## config.mk

```make
export PLATFORM = sky130hd
export DESIGN_NAME = mem_access
export DESIGN_NICKNAME = d
export VERILOG_FILES = /design/src/rtl/mem_access.sv
export SDC_FILE = /design/constraint.sdc
export NUM_CORES = 1
export LEC_CHECK = 0
export ABC_AREA = 1
export CAP_MARGIN = 20
export CORE_MARGIN = 5
export CORE_UTILIZATION = 30
export CTS_CLUSTER_DIAMETER = 80
export CTS_CLUSTER_SIZE = 16
export DETAILED_ROUTE_END_ITERATION = 10
export PLACE_DENSITY = 0.68
export SLEW_MARGIN = 20
export SYNTH_ARGS = -nofsm -noshare
export SYNTH_HDL_FRONTEND = slang
export SYNTH_SLANG_ARGS = --single-unit
```

## constraint.sdc

```tcl
create_clock -name clk -period 4.39 [get_ports clk]
set_clock_uncertainty 0.05 [all_clocks]
set_input_delay 0.6585 -clock clk [delete_from_list [all_inputs] [get_ports clk]]
set_output_delay 0.6585 -clock clk [all_outputs]
set_load 0.03 [all_outputs]
```

## src/rtl/mem_access.sv

```systemverilog
// MEM-stage data-memory access unit: req/ack memory port with byte-lane
// alignment, load extraction/extension, pipeline stall and WB registers.
module mem_access #(
    parameter int ACK_TIMEOUT = 255,
    parameter int TO_W        = 8
) (
    input  logic        clk,
    input  logic        rst,
    input  logic        MEMWr_in,
    input  logic [1:0]  MEMOp_in,
    input  logic        loadSignExt_in,
    input  logic [1:0]  mux_WBData_in,
    input  logic [4:0]  WBSel_in,
    input  logic        RFWr_in,
    input  logic [31:0] addr_in,
    input  logic [31:0] store_data_in,
    input  logic [31:0] pc_plus4_in,
    output logic        dm_req,
    output logic        dm_we,
    output logic [3:0]  dm_be,
    output logic [31:0] dm_addr,
    output logic [31:0] dm_wdata,
    input  logic [31:0] dm_rdata,
    input  logic        dm_ack,
    output logic        stall,
    output logic [31:0] wb_data,
    output logic [4:0]  wb_sel,
    output logic        wb_RFWr,
    output logic        addr_err,
    output logic        bus_err
);
    // Encodings shared with the decode controller
    localparam logic [1:0] MEMOP_WORD     = 2'b00;
    localparam logic [1:0] MEMOP_HALFWORD = 2'b01;
    localparam logic [1:0] MEMOP_BYTE     = 2'b10;
    localparam logic [1:0] WBDATA_ALU     = 2'b00;
    localparam logic [1:0] WBDATA_MEM     = 2'b01;
    localparam logic [1:0] WBDATA_PCPLUS4 = 2'b10;

    localparam logic [TO_W-1:0] TO_MAX = TO_W'(ACK_TIMEOUT);

    typedef enum logic {IDLE, WAIT} state_t;

    state_t          state_q;
    logic [TO_W-1:0] count_q;
    logic            bus_err_q;
    logic [31:0]     wb_data_q;
    logic [4:0]      wb_sel_q;
    logic            wb_RFWr_q;

    logic        access;
    logic        misaligned;
    logic        timeout_hit;
    logic [3:0]  be_d;
    logic [31:0] wdata_d;
    logic [31:0] rd_shift;
    logic [31:0] load_d;

    assign access   = MEMWr_in | (mux_WBData_in == WBDATA_MEM);
    assign rd_shift = dm_rdata >> {addr_in[1:0], 3'b000};

    // Size decode: lane enables, replicated store data, extracted load data
    always_comb begin
        be_d       = 4'b1111;
        wdata_d    = store_data_in;
        load_d     = dm_rdata;
        misaligned = 1'b0;
        case (MEMOp_in)
            MEMOP_BYTE: begin
                be_d    = 4'b0001 << addr_in[1:0];
                wdata_d = {4{store_data_in[7:0]}};
                load_d  = {{24{loadSignExt_in & rd_shift[7]}}, rd_shift[7:0]};
            end
            MEMOP_HALFWORD: begin
                be_d       = 4'b0011 << {addr_in[1], 1'b0};
                wdata_d    = {2{store_data_in[15:0]}};
                load_d     = {{16{loadSignExt_in & rd_shift[15]}}, rd_shift[15:0]};
                misaligned = access & addr_in[0];
            end
            default: begin
                misaligned = access & (addr_in[1:0] != 2'b00);
            end
        endcase
    end

    // Ack beats the timeout when both land in the same cycle
    assign timeout_hit = (state_q == WAIT) && (count_q == TO_MAX) && !dm_ack;

    assign dm_req   = !rst & !misaligned & access;
    assign dm_we    = dm_req & MEMWr_in;
    assign dm_be    = dm_req ? be_d : 4'b0000;
    assign dm_addr  = {addr_in[31:2], 2'b00};
    assign dm_wdata = wdata_d;
    assign stall    = dm_req & !dm_ack & !timeout_hit;
    assign addr_err = misaligned;
    assign bus_err  = bus_err_q;
    assign wb_data  = wb_data_q;
    assign wb_sel   = wb_sel_q;
    assign wb_RFWr  = wb_RFWr_q;

    // Access FSM with wait counter and registered timeout pulse
    always_ff @(posedge clk) begin
        if (rst) begin
            state_q   <= IDLE;
            count_q   <= '0;
            bus_err_q <= 1'b0;
        end else begin
            bus_err_q <= 1'b0;
            case (state_q)
                IDLE: begin
                    count_q <= '0;
                    if (dm_req && !dm_ack) state_q <= WAIT;
                end
                WAIT: begin
                    if (dm_ack) begin
                        state_q <= IDLE;
                        count_q <= '0;
                    end else if (count_q == TO_MAX) begin
                        state_q   <= IDLE;
                        count_q   <= '0;
                        bus_err_q <= 1'b1;
                    end else begin
                        count_q <= count_q + 1'b1;
                    end
                end
                default: state_q <= IDLE;
            endcase
        end
    end

    // Write-back register advances whenever the pipeline is not held
    always_ff @(posedge clk) begin
        if (rst) begin
            wb_data_q <= '0;
            wb_sel_q  <= '0;
            wb_RFWr_q <= 1'b0;
        end else if (!stall) begin
            wb_sel_q  <= WBSel_in;
            wb_RFWr_q <= RFWr_in & !misaligned & !timeout_hit;
            case (mux_WBData_in)
                WBDATA_MEM:     wb_data_q <= load_d;
                WBDATA_PCPLUS4: wb_data_q <= pc_plus4_in;
                default:        wb_data_q <= addr_in;
            endcase
        end
    end
endmodule

```

==> metrics.yaml, run 1 <==
grt_pass1_vias: 4911
drc: 0
tns_ns: 0
rrSetupSlack_ns: 2.23
clock_sinks: 48
clk_latency_ns: 0.29
power_leakage_nw: 2.86
cp-end-kind: "output port"
coreArea_um2: 13300
die_w_um: 127
start_util_pct: 30.7
syn_area_um2: 4080
yosysTopAreaCell: "dfxtp_1"
yosys_warnings: 0
met2_usage_pct: 36.8
layout_min_cycle_time_ns: 3.64
outcome: "finished, final reports clean"
postSynthCellCount: 680
powerDensity_nw_per_um2: 257
yosysSeqAreaShare_pct: 23.5
worstMarginPinSlew_ns: 0.829
ctsHoldBuffers: 0
synth_area_per_cell_um2: 6.00
yosys-top-cells-area: "dfxtp_1 24%, nand2_1 19%, a21oi_1 8.7%"
worst_r2r_path_depth: 8
dr.pass1.iters: 5
synth.distinct_cells: 31
n_antenna_cell: 0
wl_mm: 17.0
worst_setup_path_start_kind: "input port"
timing.slew.headroom_pct: 44.7
root_buffer: "clkbuf_16"
io_pins: 254
final-hold-violation-count: 0
die-area_um2: 16000
r2r_end: "wb_data[2]$_SDFFE_PP0N_"
port_buffers: 251
finalPower_mw: 1.68
crit_fanout: 15
place_hpwl_mm: 13.5
clkSlewWorstSetupHoldPaths_ns: 0.07
h-tree-depth: 2
cts_made_buffers: 5
gp_congestion: 0.962
worstSetupPathType: "in -> out"
period_share_pct: 82.9
cts_buffer_depth: 2
seq_area_um2: 961
vias: 4886
use_met1_pct: 24.0
antenna_found_initial: 0
via_per_inst: 4.67
hold-worst-slack_ns: 0.405
design_area_um2: 6540
tritoncts: "built"
grt_pass1_wl_mm: 26.1
grt_max_degree: 71
final_antenna_net_count: 0
placed_area_um2: 6390
cp.arrival_ns: 2.93
reg2reg_from: "count_q[0]$_SDFF_PP0_"
max_cap_violations: 0
fmax_mhz: 275
fp.dieH_um: 127
ir_drop_mv: 0.149
netlist.area_leader.share_pct: 23.5
grt_use_met3_pct: 5.42
multi_input_area_um2: 2450
overflow: 0
critPathRequiredTime_ns: 3.68
num-fill-cells: 1383
cts_setup_buffers: 0
avgRoutedWirePerCell_um: 16.2
num-nets-final: 1019
rows: 42
startpoint: "MEMOp_in[1]"
rsz0062_at_grt: "false"
area_delta_synth_final_pct: 60.1
finalSetupViolCount: 0
cts_resized: 0
grt_busiest_layer: "met2"
slew_violations: 0
grt_usage_pct: 20.1
drt_iter0_markers: 292
endpoint: "dm_wdata[21]"
ys_ff_latch: 48
min_path_type: "reg -> reg"
drive_above_1_share_pct: 9.30
[registers in the layout (all words and copies together) (netlist names)]
signal   count
wb_RFWr      1
state_q      1
count_q      8
bus_err      1
wb_sel       5
wb_data     32
[per-layer routing]
| layer | part of all wire [%] | vias up |
|---|---|---|
| li1 | - | 2532 |
| met1 | 41 | 2154 |
| met2 | 50 | 188 |
| met3 | 8.3 | 12 |
| met4 | 0.85 | 0 |
| met5 | 0 | - |
[synthesized netlist by cell type]
master	number
buf_2	10
nor2_1	63
nand3_2	3
o21ai_2	1
conb_1	1
nand4_1	2
inv_2	5
o21ai_0	24
nor2_4	2
nor3b_1	3
ha_1	5
a31oi_1	4
o21ai_1	1
nor2_2	1
o22ai_1	8
nand2_4	1
xor2_1	3
clkbuf_1	21
o31ai_1	1
nand2_2	1
o21bai_1	32
nand3_1	36
or2_2	28
dfxtp_1	48
buf_6	5
and3_1	1
o211ai_1	6
buf_4	42
inv_1	41
a21oi_1	71
nand2_1	210
[final cells by class]
cell class | count | area share [%]
clock inverter | 1 | 0.134
multi-input combinational | 509 | 37.5
inverter | 46 | 2.64
tap | 176 | 3.37
timing repair buffer | 261 | 39.5
clock buffer | 6 | 2.13
sequential | 48 | 14.7
[worst min path at each step]
stage / end / cells past startpoint / start
after global routing: count_q[0]$_SDFF_PP0_ / 1 / count_q[0]$_SDFF_PP0_
after floorplan: count_q[0]$_SDFF_PP0_ / 1 / count_q[0]$_SDFF_PP0_
after detailed placement: count_q[0]$_SDFF_PP0_ / 1 / count_q[0]$_SDFF_PP0_
after CTS: count_q[0]$_SDFF_PP0_ / 1 / count_q[0]$_SDFF_PP0_
final: count_q[0]$_SDFF_PP0_ / 1 / count_q[0]$_SDFF_PP0_
after global placement: count_q[0]$_SDFF_PP0_ / 1 / count_q[0]$_SDFF_PP0_
[per-stage QoR]
| stage | std cells | setup WS (ns) | utilization (%) |
|---|---|---|---|
| global placement | 1040 | 0.813 | 48.0 |
| detailed placement | 1040 | 0.755 | 48.0 |
| floorplan | 681 | 1.23 | - |
| CTS | 1047 | 0.746 | 49.2 |
| global route | 1047 | 0.598 | 49.2 |
| finish | 1047 | 0.749 | 49.2 |
[critical path: stages]
cell	delay, ns
clkdlybuf4s50_1	0.45
inv_1	0.07
ha_1	0.47
nor2_1	0.10
nor2_1	0.15
inv_1	0.16
o21ai_0	0.18
clkdlybuf4s50_1	0.69
[cells in the final DEF, fill, tap and decap left out, drive strengths merged]
cell           Yosys  final
o21ai             26     26
conb               1      2
nor2              66     66
clkdlybuf4s50      0    229
o31ai              1      1
dfxtp             48     48
and3               1      1
ha                 5      5
clkbuf            21      6
a21oi             71     71
xor2               3      3
inv               46     46
or2               28     28
nor3b              3      3
nand3             39     39
o21bai            32     32
o22ai              8      8
o211ai             6      6
clkinv             0      1
a31oi              4      4
nand2            212    212
buf               57     32
nand4              2      2
[cells by family after synthesis]
logic type | after synthesis | share of synthesized area (%)
fa+ha+maj | 5 | 1.53
flops | 48 | 23.5
other cells | 1 | 0.0919
xor+xnor | 3 | 0.644
compound gates | 148 | 21.0
buf+inv | 124 | 16.5
simple gates | 351 | 36.7
[power by group]
part	internal, mW	switching [mW]	total, mW	leakage [nW]
Sequential	0.473	0.0192	0.492	0.397
Combinational	0.352	0.446	0.799	2.39
Clock	0.225	0.165	0.389	0.0729
Total	1.05	0.630	1.68	2.86
Power figures use the tool's default switching activity.
==> run 2: changes to the inputs <==
- clock period: 4.39 -> 3.45 ns (I/O delays scaled with it)
==> run 2 against run 1 <==
  * Worst hold slack better by 0.0071 ns
  * Wire length down 1.5%
  * Register-to-register slack worse by 0.91 ns
  * Non-clock buffer count up 5
  * Setup slack worse by 0.31 ns
  * Final area up 0.94%
  * Combinational power up 28%
  * Count of clock-buffer cells in the layout down 1
  * Critical path depth up 1
  * Utilization up 0.46 points
  * Largest cell class unchanged
  * Critical path type unchanged
  * First-iteration DRC count up 0.34%
  * Sequential power up 27%
==> metrics.yaml, run 2 (synthesized netlist as in run 1, its figures left out) <==
crit_path_max_incr_delay_ns: 0.49  # -0.20 ns
min_path_type: "reg -> reg"
crit_path_top_delay_cell: "clkdlybuf4s50_1"
worstMarginPinSlew_ns: 0.680  # -0.149 ns
drive_above_1_share_pct: 10.9  # +1.6 points
critPathRequiredTime_ns: 2.88  # -0.80 ns
cp_top_family: "buffers and inverters"
cts_made_buffers: 5  # unchanged
worstSetupPathType: "in -> out"
fp.dieH_um: 127  # unchanged
finalPower_mw: 2.29  # +36%
grt_pass1_wl_mm: 25.6  # -1.9%
final_cell_mix: "220 x clkdlybuf4s50_1, 210 x nand2_1, 71 x a21oi_1, 63 x nor2_1, 48 x dfxtp_1"
overflow: 0  # unchanged
hold_end: "count_q[0]$_SDFF_PP0_"
worst_setup_path_start_kind: "input port"
clkSlewWorstSetupHoldPaths_ns: 0.07  # about the same
final_antenna_net_count: 0  # unchanged
grt_usage_pct: 19.7  # -0.40 points
via_per_inst: 4.68  # +0.26%
drc: 0  # unchanged
slew_violations: 0  # unchanged
switching_share_pct: 35.7  # -1.8 points
finalSetupViolCount: 0  # unchanged
powerDensity_nw_per_um2: 347  # +35%
tns_ns: 0  # unchanged
cts_setup_buffers: 0  # unchanged
path_cells: "clkdlybuf4s50_1, ha_1, inv_2, nand3_2, nand3_2, nor2_2, nand2_4, inv_1, buf_4"
worstHoldPathCells: 1  # unchanged
layout_min_cycle_time_ns: 3.01
place_hpwl_mm: 13.2  # -2.0%
wl_mm: 16.7  # -1.5%
power_leakage_nw: 2.92  # +2.0%
reg2reg_from: "count_q[0]$_SDFF_PP0_"
ctsHoldBuffers: 0  # unchanged
coreArea_um2: 13300  # unchanged
grt_max_degree: 71  # unchanged
die_w_um: 127  # unchanged
timing.slew.headroom_pct: 54.7  # +10 points
layout.cells.most_common: "clkdlybuf4s50_1"
num-fill-cells: 1402  # +1.4%
final-hold-violation-count: 0  # unchanged
rrSetupSlack_ns: 1.32  # -0.91 ns
p_int_mw: 1.47  # +40%
clk_latency_ns: 0.29  # about the same
avgRoutedWirePerCell_um: 15.9  # -2.0%
crit_buf_inv: 4  # unchanged
start_util_pct: 30.7  # unchanged
tritoncts: "built"
rsz0062_at_grt: "false"
p_switching_mw: 0.817  # +30%
r2r_end: "wb_data[8]$_SDFFE_PP0N_"
area_delta_synth_final_pct: 61.6
outcome: "finished, final reports clean"
gp_congestion: 0.877  # -8.9%
cp.arrival_ns: 2.44  # -0.49 ns
max_cap_violations: 0  # unchanged
h-tree-depth: 2  # unchanged
cts_buffer_depth: 2  # unchanged
dr.pass1.iters: 5  # unchanged
cp-end-kind: "output port"
grt_pass1_vias: 4760  # -3.1%
n_antenna_cell: 0  # unchanged
power_frac_seq_pct: 27.4  # -1.9 points
clock_sinks: 48  # unchanged
rows: 42  # unchanged
fmax_mhz: 332
die-area_um2: 16000  # unchanged
num-nets-final: 1024  # +0.49%
root_buffer: "clkbuf_16"
worst_r2r_path_depth: 8  # unchanged
cts_resized: 0  # unchanged
crit_top_cell: "nand3_2"
vias: 4927  # +0.84%
port_buffers: 251  # unchanged
period_share_pct: 87.3
ir_drop_mv: 0.181  # +21%
min-delay-start: "count_q[0]$_SDFF_PP0_"
drt_iter0_markers: 293  # +0.34%
largest_reg_flops: 32  # unchanged
pwr-share-comb_pct: 44.5  # -3.0 points
pwr-share-clk_pct: 28.2  # +5.0 points
io_pins: 254  # unchanged
crit_fanout: 9  # -6
antenna_found_initial: 0  # unchanged
==> run 2: cell count changes in the layout (fill, tap and decap cells not counted), sizes merged <==
cell | previous run | this run
buf | 32 | 46
clkdlybuf4s50 | 229 | 220
bufinv | 0 | 2
inv | 46 | 47
clkinv | 1 | 0
clkbuf | 6 | 5
==> run 2: worst max path at each step <==
stage                         endpoint         from  depth (start not counted)  slack (ns)
after floorplan           dm_wdata[10]  MEMOp_in[0]                          8        0.57
after global placement        addr_err  MEMOp_in[0]                          7        0.46
after detailed placement         stall  MEMOp_in[0]                         10        0.42
after CTS                        stall  MEMOp_in[1]                          9        0.42
after global routing             stall  MEMOp_in[0]                         10        0.27
final                            stall  MEMOp_in[1]                          9        0.44
==> run 2: power groups by stage <==
stage | logic, mW | clock network (mW) | registers (mW)
after floorplan | 0.488 | 0 | 0.726
after global placement | 1.02 | 0 | 0.638
after detailed placement | 1.02 | 0 | 0.638
after CTS | 1.02 | 0.656 | 0.626
after global routing | 1.09 | 0.677 | 0.632
final | 1.02 | 0.644 | 0.626
==> run 2: area by class of cell <==
class / count / area, µm² / share of cell area, %
Sequential cell: 48 / 961 / 14.6
Multi-Input combinational cell: 509 / 2450 / 37.2
Tap cell: 176 / 220 / 3.34
Inverter: 46 / 173 / 2.62
Clock inverter: 3 / 68.8 / 1.04
Clock buffer: 5 / 125 / 1.90
Timing Repair Buffer: 266 / 2600 / 39.4
==> run 2: per-stage QoR <==
stage / hold WS (ns) / utilization (%) / setup WS (ns) / cells / cell area, µm²
after CTS: 0.417 / 49.6 / 0.420 / 1053 / 6600
after global placement: 0.383 / 48.2 / 0.459 / 1045 / 6400
after floorplan: 0.368 / - / 0.568 / 681 / 4090
final: 0.412 / 49.6 / 0.438 / 1053 / 6600
after global routing: 0.443 / 49.6 / 0.267 / 1053 / 6600
after detailed placement: 0.400 / 48.2 / 0.425 / 1045 / 6400
==> run 2: per-layer routing <==
metal	routed length (µm)	GRT usage, %	part of all wire [%]	vias to the layer above
met1	6970	24.0	42	2188
li1	-	-	-	2539
met3	1380	5.76	8.2	12
met5	0	0	0	-
met2	8160	34.6	49	188
met4	196	3.66	1.2	0
==> run 3: changes to the inputs <==
==> constraint.sdc (replaced) <==
create_clock -name clk -period 3.45 [get_ports clk]
set_clock_uncertainty 0.05 [all_clocks]
set_input_delay 0.69 -clock clk [delete_from_list [all_inputs] [get_ports clk]]
set_output_delay 0.69 -clock clk [all_outputs]
set_load 0.03 [all_outputs]
==> run 3 against run 2 <==
  * Utilization shrank 0.27 points
  * Sequential share of layout area grew 0.081 points
  * Fmax shrank 5.8%
  * Setup slack lost 0.19 ns
  * Critical path depth shrank 2
  * Wire length grew 0.83%
  * Non-clock buffer count grew 1
  * Clock power shrank 21%
==> metrics.yaml, run 3 (synthesized netlist as in run 1, its figures left out) <==
grt_pass1_wl_mm: 26.0  # +1.8%
cts_setup_buffers: 0  # unchanged
pwr-share-clk_pct: 23.7  # -4.5 points
period_share_pct: 92.7  # +5.4 points
cts_buffer_depth: 2  # unchanged
finalSetupViolCount: 0  # unchanged
pre_cts_ws_ns: 0.217  # -0.207 ns
grt_usage_pct: 20.1  # +0.42 points
num-fill-cells: 1384  # -1.3%
cp-end-kind: "output port"
die-area_um2: 16000  # unchanged
clock_sinks: 48  # unchanged
area_delta_synth_final_pct: 60.7
grt_pass1_vias: 4805  # +0.95%
switching_share_pct: 37.7  # +2.0 points
drt_iter0_markers: 246  # -16%
slew_violations: 0  # unchanged
coreArea_um2: 13300  # unchanged
power_leakage_nw: 2.91  # -0.36%
avgRoutedWirePerCell_um: 16.0  # +0.73%
p_switching_mw: 0.812  # -0.59%
min_path_type: "reg -> reg"
wl_met3_mm: 1.41  # +2.3%
clk_latency_ns: 0.29  # about the same
via_per_inst: 4.72  # +0.78%
place_inst: 1046  # +0.096%
power_frac_seq_pct: 29.1  # +1.7 points
cts_resized: 0  # unchanged
min-delay-start: "count_q[0]$_SDFF_PP0_"
drive_above_1_share_pct: 11.2  # +0.22 points
fp.dieH_um: 127  # unchanged
rrSetupSlack_ns: 1.34  # +0.02 ns
final_util_pct: 49.3  # -0.27 points
place_hpwl_mm: 13.2  # -0.17%
max_cap_violations: 0  # unchanged
root_buffer: "clkbuf_16"
crit_fanout: 8  # -1
fmax_mhz: 313  # -5.8%
finalPower_mw: 2.15  # -5.8%
pwr-share-comb_pct: 47.2  # +2.7 points
reg2reg_from: "count_q[0]$_SDFF_PP0_"
h-tree-depth: 2  # unchanged
hold-worst-slack_ns: 0.398  # -0.0145 ns
final-hold-violation-count: 0  # unchanged
clkSlewWorstSetupHoldPaths_ns: 0.07  # about the same
layout.cells.most_common: "clkdlybuf4s50_1"
ir_drop_mv: 0.232  # +28%
num-nets-final: 1025  # +0.098%
maxUsedRoutingLayer: "met5"
n_antenna_cell: 0  # unchanged
r2r_end: "wb_data[26]$_SDFFE_PP0N_"
start_util_pct: 30.7  # unchanged
antenna_found_initial: 1  # +1
multi_input_area_um2: 2450  # unchanged
rows: 42  # unchanged
worstMarginPinSlew_ns: 0.843  # +0.164 ns
dr.pass1.iters: 5  # unchanged
io_pins: 254  # unchanged
seq_area_um2: 961  # unchanged
design_area_um2: 6560  # -0.55%
final_cell_mix: "219 x clkdlybuf4s50_1, 210 x nand2_1, 71 x a21oi_1, 63 x nor2_1, 48 x dfxtp_1"
vias: 4970  # +0.87%
layout_min_cycle_time_ns: 3.20  # +0.187 ns
wl_mm: 16.8  # +0.83%
overflow: 0  # unchanged
hold_end: "count_q[0]$_SDFF_PP0_"
p_int_mw: 1.34  # -8.7%
grt_max_degree: 71  # unchanged
gp_congestion: 0.910  # +3.7%
cts_made_buffers: 5  # unchanged
worstSetupPathType: "in -> out"
wl_met1_mm: 7.14  # +2.5%
largest_reg_flops: 32  # unchanged
rsz0062_at_grt: "false"
timing.slew.headroom_pct: 43.7  # -11 points
critPathRequiredTime_ns: 2.71  # -0.17 ns
worst_setup_path_start_kind: "input port"
outcome: "finished, final reports clean"
startpoint: "MEMOp_in[1]"
wl_met2_mm: 8.11  # -0.60%
tns_ns: 0  # unchanged
port_buffers: 251  # unchanged
tritoncts: "built"
die_w_um: 127  # unchanged
instances_no_fill: 1054  # +0.095%
worstHoldPathCells: 1  # unchanged
worst_slack_ns: 0.251  # -0.187 ns
cp.arrival_ns: 2.46  # +0.02 ns
ctsHoldBuffers: 0  # unchanged
placed_area_um2: 6410  # about the same
drc: 0  # unchanged
powerDensity_nw_per_um2: 328  # -5.3%
final_antenna_net_count: 0  # unchanged
worst_r2r_path_depth: 8  # unchanged
run 3: final cells by class:
type / instances / area share (%)
inverter: 46 / 2.63
clock buffer: 6 / 2.12
multi-input combinational: 509 / 37.4
timing repair buffer: 267 / 39.7
clock inverter: 2 / 0.210
sequential: 48 / 14.6
tap: 176 / 3.36
run 3: how the worst max path moves through the flow:
stage                     slack, ns           end
final                          0.25      dm_be[0]
after global routing           0.07  dm_wdata[19]
after CTS                      0.21      dm_be[3]
after detailed placement       0.22      dm_be[3]
after global placement         0.28         stall
after floorplan                0.22  dm_wdata[10]
run 3: power by group through the flow:
| stage | sequential (mW) | clock (mW) | combinational [mW] |
|---|---|---|---|
| after global routing | 0.631 | 0.554 | 1.10 |
| after detailed placement | 0.637 | 0 | 1.02 |
| final | 0.625 | 0.510 | 1.02 |
| after floorplan | 0.726 | 0 | 0.488 |
| after CTS | 0.625 | 0.532 | 1.02 |
| after global placement | 0.637 | 0 | 1.02 |
run 3: critical path, stage by stage:
cell             delay [ns]
clkdlybuf4s50_1        0.48
ha_1                   0.34
inv_2                  0.10
nand3_2                0.11
nand3_2                0.22
a31oi_1                0.35
buf_12                 0.16
run 3: routing by layer:
| layer | vias up | track usage (%) |
|---|---|---|
| li1 | 2548 | - |
| met1 | 2207 | 24.7 |
| met2 | 200 | 35.3 |
| met3 | 13 | 6.01 |
| met4 | 2 | 3.03 |
| met5 | - | 0 |
